**src/rtl/rf_wport_arbiter.sv**
```systemverilog
// Register-file write-port arbiter: pipeline writeback (A, fixed priority) vs. multi-cycle
// writeback (B, valid/ready), with a pending-write scoreboard and B starvation protection.
module rf_wport_arbiter #(
   parameter int STARVE_LIMIT = 4,
   parameter int CNT_W        = 4
) (
   input  logic        clk,
   input  logic        rst_n,
   input  logic        a_we,
   input  logic [4:0]  a_rd,
   input  logic [31:0] a_wd,
   input  logic        b_valid,
   input  logic [4:0]  b_rd,
   input  logic [31:0] b_wd,
   output logic        b_ready,
   output logic        a_freeze,
   input  logic        iss_valid,
   input  logic [4:0]  iss_rd,
   output logic        iss_ready,
   input  logic [4:0]  chk_r1,
   input  logic [4:0]  chk_r2,
   output logic        busy1,
   output logic        busy2,
   output logic        rf_we,
   output logic [4:0]  rf_wr,
   output logic [31:0] rf_wd,
   output logic        err
);

   localparam logic [CNT_W-1:0] LIMIT_M1 = CNT_W'(STARVE_LIMIT - 1);
   localparam logic [CNT_W-1:0] CNT_MAX  = '1;

   logic [31:0]      pending, pending_nxt;
   logic [CNT_W-1:0] starve_cnt, starve_cnt_nxt;
   logic             freeze_nxt, err_nxt;
   logic             b_commit, b_refused, iss_take;

   always_comb begin
      rf_we   = 1'b0;
      rf_wr   = '0;
      rf_wd   = '0;
      b_ready = 1'b0;
      if (rst_n) begin
         if (a_we) begin
            rf_we = 1'b1;
            rf_wr = a_rd;
            rf_wd = a_wd;
         end else if (b_valid) begin
            rf_we   = 1'b1;
            rf_wr   = b_rd;
            rf_wd   = b_wd;
            b_ready = 1'b1;
         end
      end
   end

   assign b_commit  = b_ready;
   assign b_refused = b_valid & a_we;

   // pending[0] is never set, so x0 reads as not busy and x0 issues are always accepted
   assign iss_ready = rst_n & iss_valid & ~pending[iss_rd];
   assign iss_take  = iss_ready & (iss_rd != 5'd0);
   assign busy1     = pending[chk_r1];
   assign busy2     = pending[chk_r2];

   always_comb begin
      pending_nxt = pending;
      if (b_commit) pending_nxt[b_rd] = 1'b0;
      if (iss_take) pending_nxt[iss_rd] = 1'b1;
      pending_nxt[0] = 1'b0;

      starve_cnt_nxt = '0;
      if (b_refused)
         starve_cnt_nxt = (starve_cnt == CNT_MAX) ? starve_cnt : starve_cnt + 1'b1;

      freeze_nxt = a_freeze;
      if (b_commit)
         freeze_nxt = 1'b0;
      else if (b_refused && (starve_cnt == LIMIT_M1))
         freeze_nxt = 1'b1;

      // protocol violations: A while frozen, WAW on a pending reg, B commit to a non-pending reg
      err_nxt = err
              | (a_we & a_freeze)
              | (a_we & pending[a_rd])
              | (b_commit & (b_rd != 5'd0) & ~pending[b_rd]);
   end

   always_ff @(posedge clk or negedge rst_n) begin
      if (!rst_n) begin
         pending    <= '0;
         starve_cnt <= '0;
         a_freeze   <= 1'b0;
         err        <= 1'b0;
      end else begin
         pending    <= pending_nxt;
         starve_cnt <= starve_cnt_nxt;
         a_freeze   <= freeze_nxt;
         err        <= err_nxt;
      end
   end

endmodule

```
**config.mk**
```make
export PLATFORM = sky130hd
export DESIGN_NAME = rf_wport_arbiter
export DESIGN_NICKNAME = d
export VERILOG_FILES = /design/src/rtl/rf_wport_arbiter.sv
export SDC_FILE = /design/constraint.sdc
export NUM_CORES = 1
export LEC_CHECK = 0
export ABC_CLOCK_PERIOD_IN_PS = 3200
export CAP_MARGIN = 20
export CORE_ASPECT_RATIO = 0.9
export CORE_UTILIZATION = 44
export CTS_CLUSTER_DIAMETER = 60
export DETAILED_ROUTE_END_ITERATION = 10
export PLACE_DENSITY = 0.82
export SLEW_MARGIN = 5
export SYNTH_ARGS = -nofsm -noshare
export SYNTH_HDL_FRONTEND = slang
export SYNTH_SLANG_ARGS = --single-unit
```
**constraint.sdc**
```tcl
create_clock -name clk -period 3.2 [get_ports clk]
set_input_delay 0.64 -clock clk [delete_from_list [all_inputs] [get_ports clk]]
set_output_delay 0.64 -clock clk [all_outputs]
set_load 0.1 [all_outputs]
```
==> flow_summary.json, run 1 <==
{
  "status": "finished, final reports clean",
  "synth_cell_type_count": 42,
  "whs_ns": 0.524,
  "cp.required_ns": 2.56,
  "path_class": "input pin to primary output",
  "post-synth-top-area-fraction_pct": 28.4,
  "setup-tns-final_ns": 0,
  "syn2layout_area_growth_pct": 66.9,
  "p_leak_nw": 2.19,
  "antenna_found_initial": 0,
  "place_hpwl_um": 10300,
  "path_clk_slew_ns": 0.07,
  "r2r_end": "err",
  "holdBufCountCts": 0,
  "reg2reg_from": "pending[17]",
  "grt_start_max_net_pins": 38,
  "drv_slew": 0,
  "wire_per_inst_um": 26.0,
  "cts_tree": "done",
  "cts.htree.levels": 2,
  "placed_cells": 529,
  "relSlewSlack_pct": 56.7,
  "p_per_area_nw_per_um2": 415,
  "synth_async_sr_flop_share_pct": 100,
  "synth_nets": 402,
  "wl_um": 14000,
  "vdd.ir_drop.worst_uv": 468,
  "drive_above_1_share_pct": 26.9,
  "coreArea_um2": 7110,
  "avgSynthCellArea_um2": 10.6,
  "yosysSeqAreaShare_pct": 28.4,
  "rsz0062_at_grt": "no",
  "yosysWarnings": 0,
  "skew_ns": 0.00327,
  "fmax_mhz": 326,
  "track_usage_pct": 36.4,
  "hp-class": "input pin to async pin",
  "drt-vias-per-instance": 6.92,
  "synthTopCellsByCount": "61 x o21ai_0, 37 x a22o_1, 37 x dfrtp_1",
  "die_w_um": 92.8,
  "final_cells": 539,
  "io_buffers": 137,
  "synth_top_area_cell": "dfrtp_1",
  "synth-seq-cells": 37,
  "synth_area_leaders": "dfrtp_1 28%, mux4_2 23%, a22o_1 9.9%",
  "grt-ovfl-total": 0,
  "grt_pass1_vias": 3661,
  "fill_cells": 439,
  "cts_root_buf": "clkbuf_8",
  "nNetsFinal": 540,
  "cp-start-kind": "input pin",
  "die_h_um": 83.7,
  "drtIter0Drc": 574,
  "start_util_pct": 45.9,
  "hold_violations": 0,
  "synth_ff_type": "dfrtp_1",
  "worstMarginPinSlew_ns": 0.647,
  "n_antenna_cell": 0,
  "drc": 0,
  "reg2regPathDepth": 4,
  "dr.pass1.iters": 6,
  "period_needed_ns": 3.07,
  "post_cts_buffers": 0,
  "synth-edff-count": 0,
  "critPathMaxFanout": 4,
  "drv_cap": 0,
  "routabilityCongestion": 0.956,
  "row_count": 29,
  "ant_nets": 0,
  "syn_area_um2": 3270,
  "detailroute.via_count": 3728,
  "cts_sinks": 37,
  "clock_latency_ns": 0.29,
  "setup_violations": 0,
  "period_share_pct": 96.0,
  "io_pins": 138,
  "dieArea_um2": 7770,
  "r2r_slack_ns": 0.79,
  "endpoint_kind": "primary output",
  "netlist_instances": 307,
  "cp.arrival_ns": 2.43,
  "grt_pass1_wl_um": 21100,
  "numCtsBuffers": 5,
  "yosysMostFrequentCell": "o21ai_0",
  "clockBufferDepth": 2
}
-- placed cells by master (no fill, tap or decap), types with 3 or more instances in the layout --
master	instances
buf_12	46
dlymetal6s2s_1	3
buf_6	3
clkbuf_8	6
or3_1	3
mux4_2	34
mux2_2	4
a22o_1	37
o21ai_0	61
o41ai_1	7
dfrtp_1	37
nand2b_1	3
nor2b_1	5
mux2i_1	6
nand2_1	17
buf_4	13
inv_1	8
nand3_1	9
clkdlybuf4s50_1	86
nand3b_1	4
mux4_1	6
nor2_1	10
-- sequential cells by signal, indices dropped and copies added (netlist names) --
signal / cells
starve_cnt: 4
a_freeze: 1
pending: 31
err: 1
-- area by class of cell --
cell class / instances / area (µm²) / share of cell area (%)
timing repair buffer: 157 / 2040 / 37.4
clock buffer: 7 / 86.3 / 1.58
sequential: 37 / 926 / 17.0
inverter: 8 / 30.0 / 0.551
tap: 93 / 116 / 2.13
multi-input combinational: 236 / 2220 / 40.8
clock inverter: 1 / 30.0 / 0.551
-- kinds of logic after synthesis --
kind of cell / after synthesis / synth area share (%)
AOI/OAI and AO/OA: 118 / 24.4
xor gates and xnor gates: 1 / 0.268
adders and majority gates: 1 / 0.383
buffers and inverters: 34 / 4.14
DFF: 37 / 28.4
muxes: 51 / 31.8
and+or+nand+nor: 65 / 10.6
-- report_power, final --
part	internal, mW	leakage (nW)	switching [mW]	total [mW]
clock	0.254	0.0585	0.158	0.412
sequential	0.545	0.471	0.194	0.738
combinational	0.549	1.67	0.564	1.11
-- repair_timing --
action	in CTS	in global routing
resized for setup	6	9
gates cloned	2	0
setup endpoints to repair	3	3
pin swaps	1	1
-- routing by layer --
layer | track usage (%) | wire [µm]
met2 | 58.2 | 6590
met3 | 12.2 | 1900
met5 | 0 | 0
met1 | 44.9 | 4670
met4 | 15.5 | 867
-- how the worst max path moves through the flow --
stage / start / endpoint / slack [ns] / cells past startpoint
finish: chk_r1[0] / busy1 / 0.13 / 6
global route: chk_r1[0] / busy1 / 0.08 / 6
CTS: chk_r1[0] / busy1 / 0.002 / 6
detailed placement: chk_r2[0] / busy2 / -0.18 / 6
global placement: chk_r2[0] / busy2 / -0.16 / 6
floorplan: iss_rd[0] / iss_ready / -0.14 / 5
-- metrics by stage --
stage,power (mW),setup WS (ns),area [µm²],util [%]
CTS,2.23,0.00219,5440,76.5
global placement,1.77,-0.160,5260,73.9
finish,2.26,0.128,5450,76.7
floorplan,1.31,-0.145,3280,-
global route,2.32,0.0828,5450,76.7
detailed placement,1.80,-0.178,5260,73.9
-- critical path, cell delays in order --
cell       delay (ns)
clkbuf_2         0.13
bufbuf_16        0.26
mux4_2           0.47
mux4_2           0.46
mux2_4           0.29
buf_12           0.17
Note: power is estimated with default switching activity, not from simulation.
==> inputs of run 2 (changes only) <==
- CAP_MARGIN: 20 -> 10
==> results of run 2 <==
The final DEF is identical to that of run 1; final timing and power are the same.
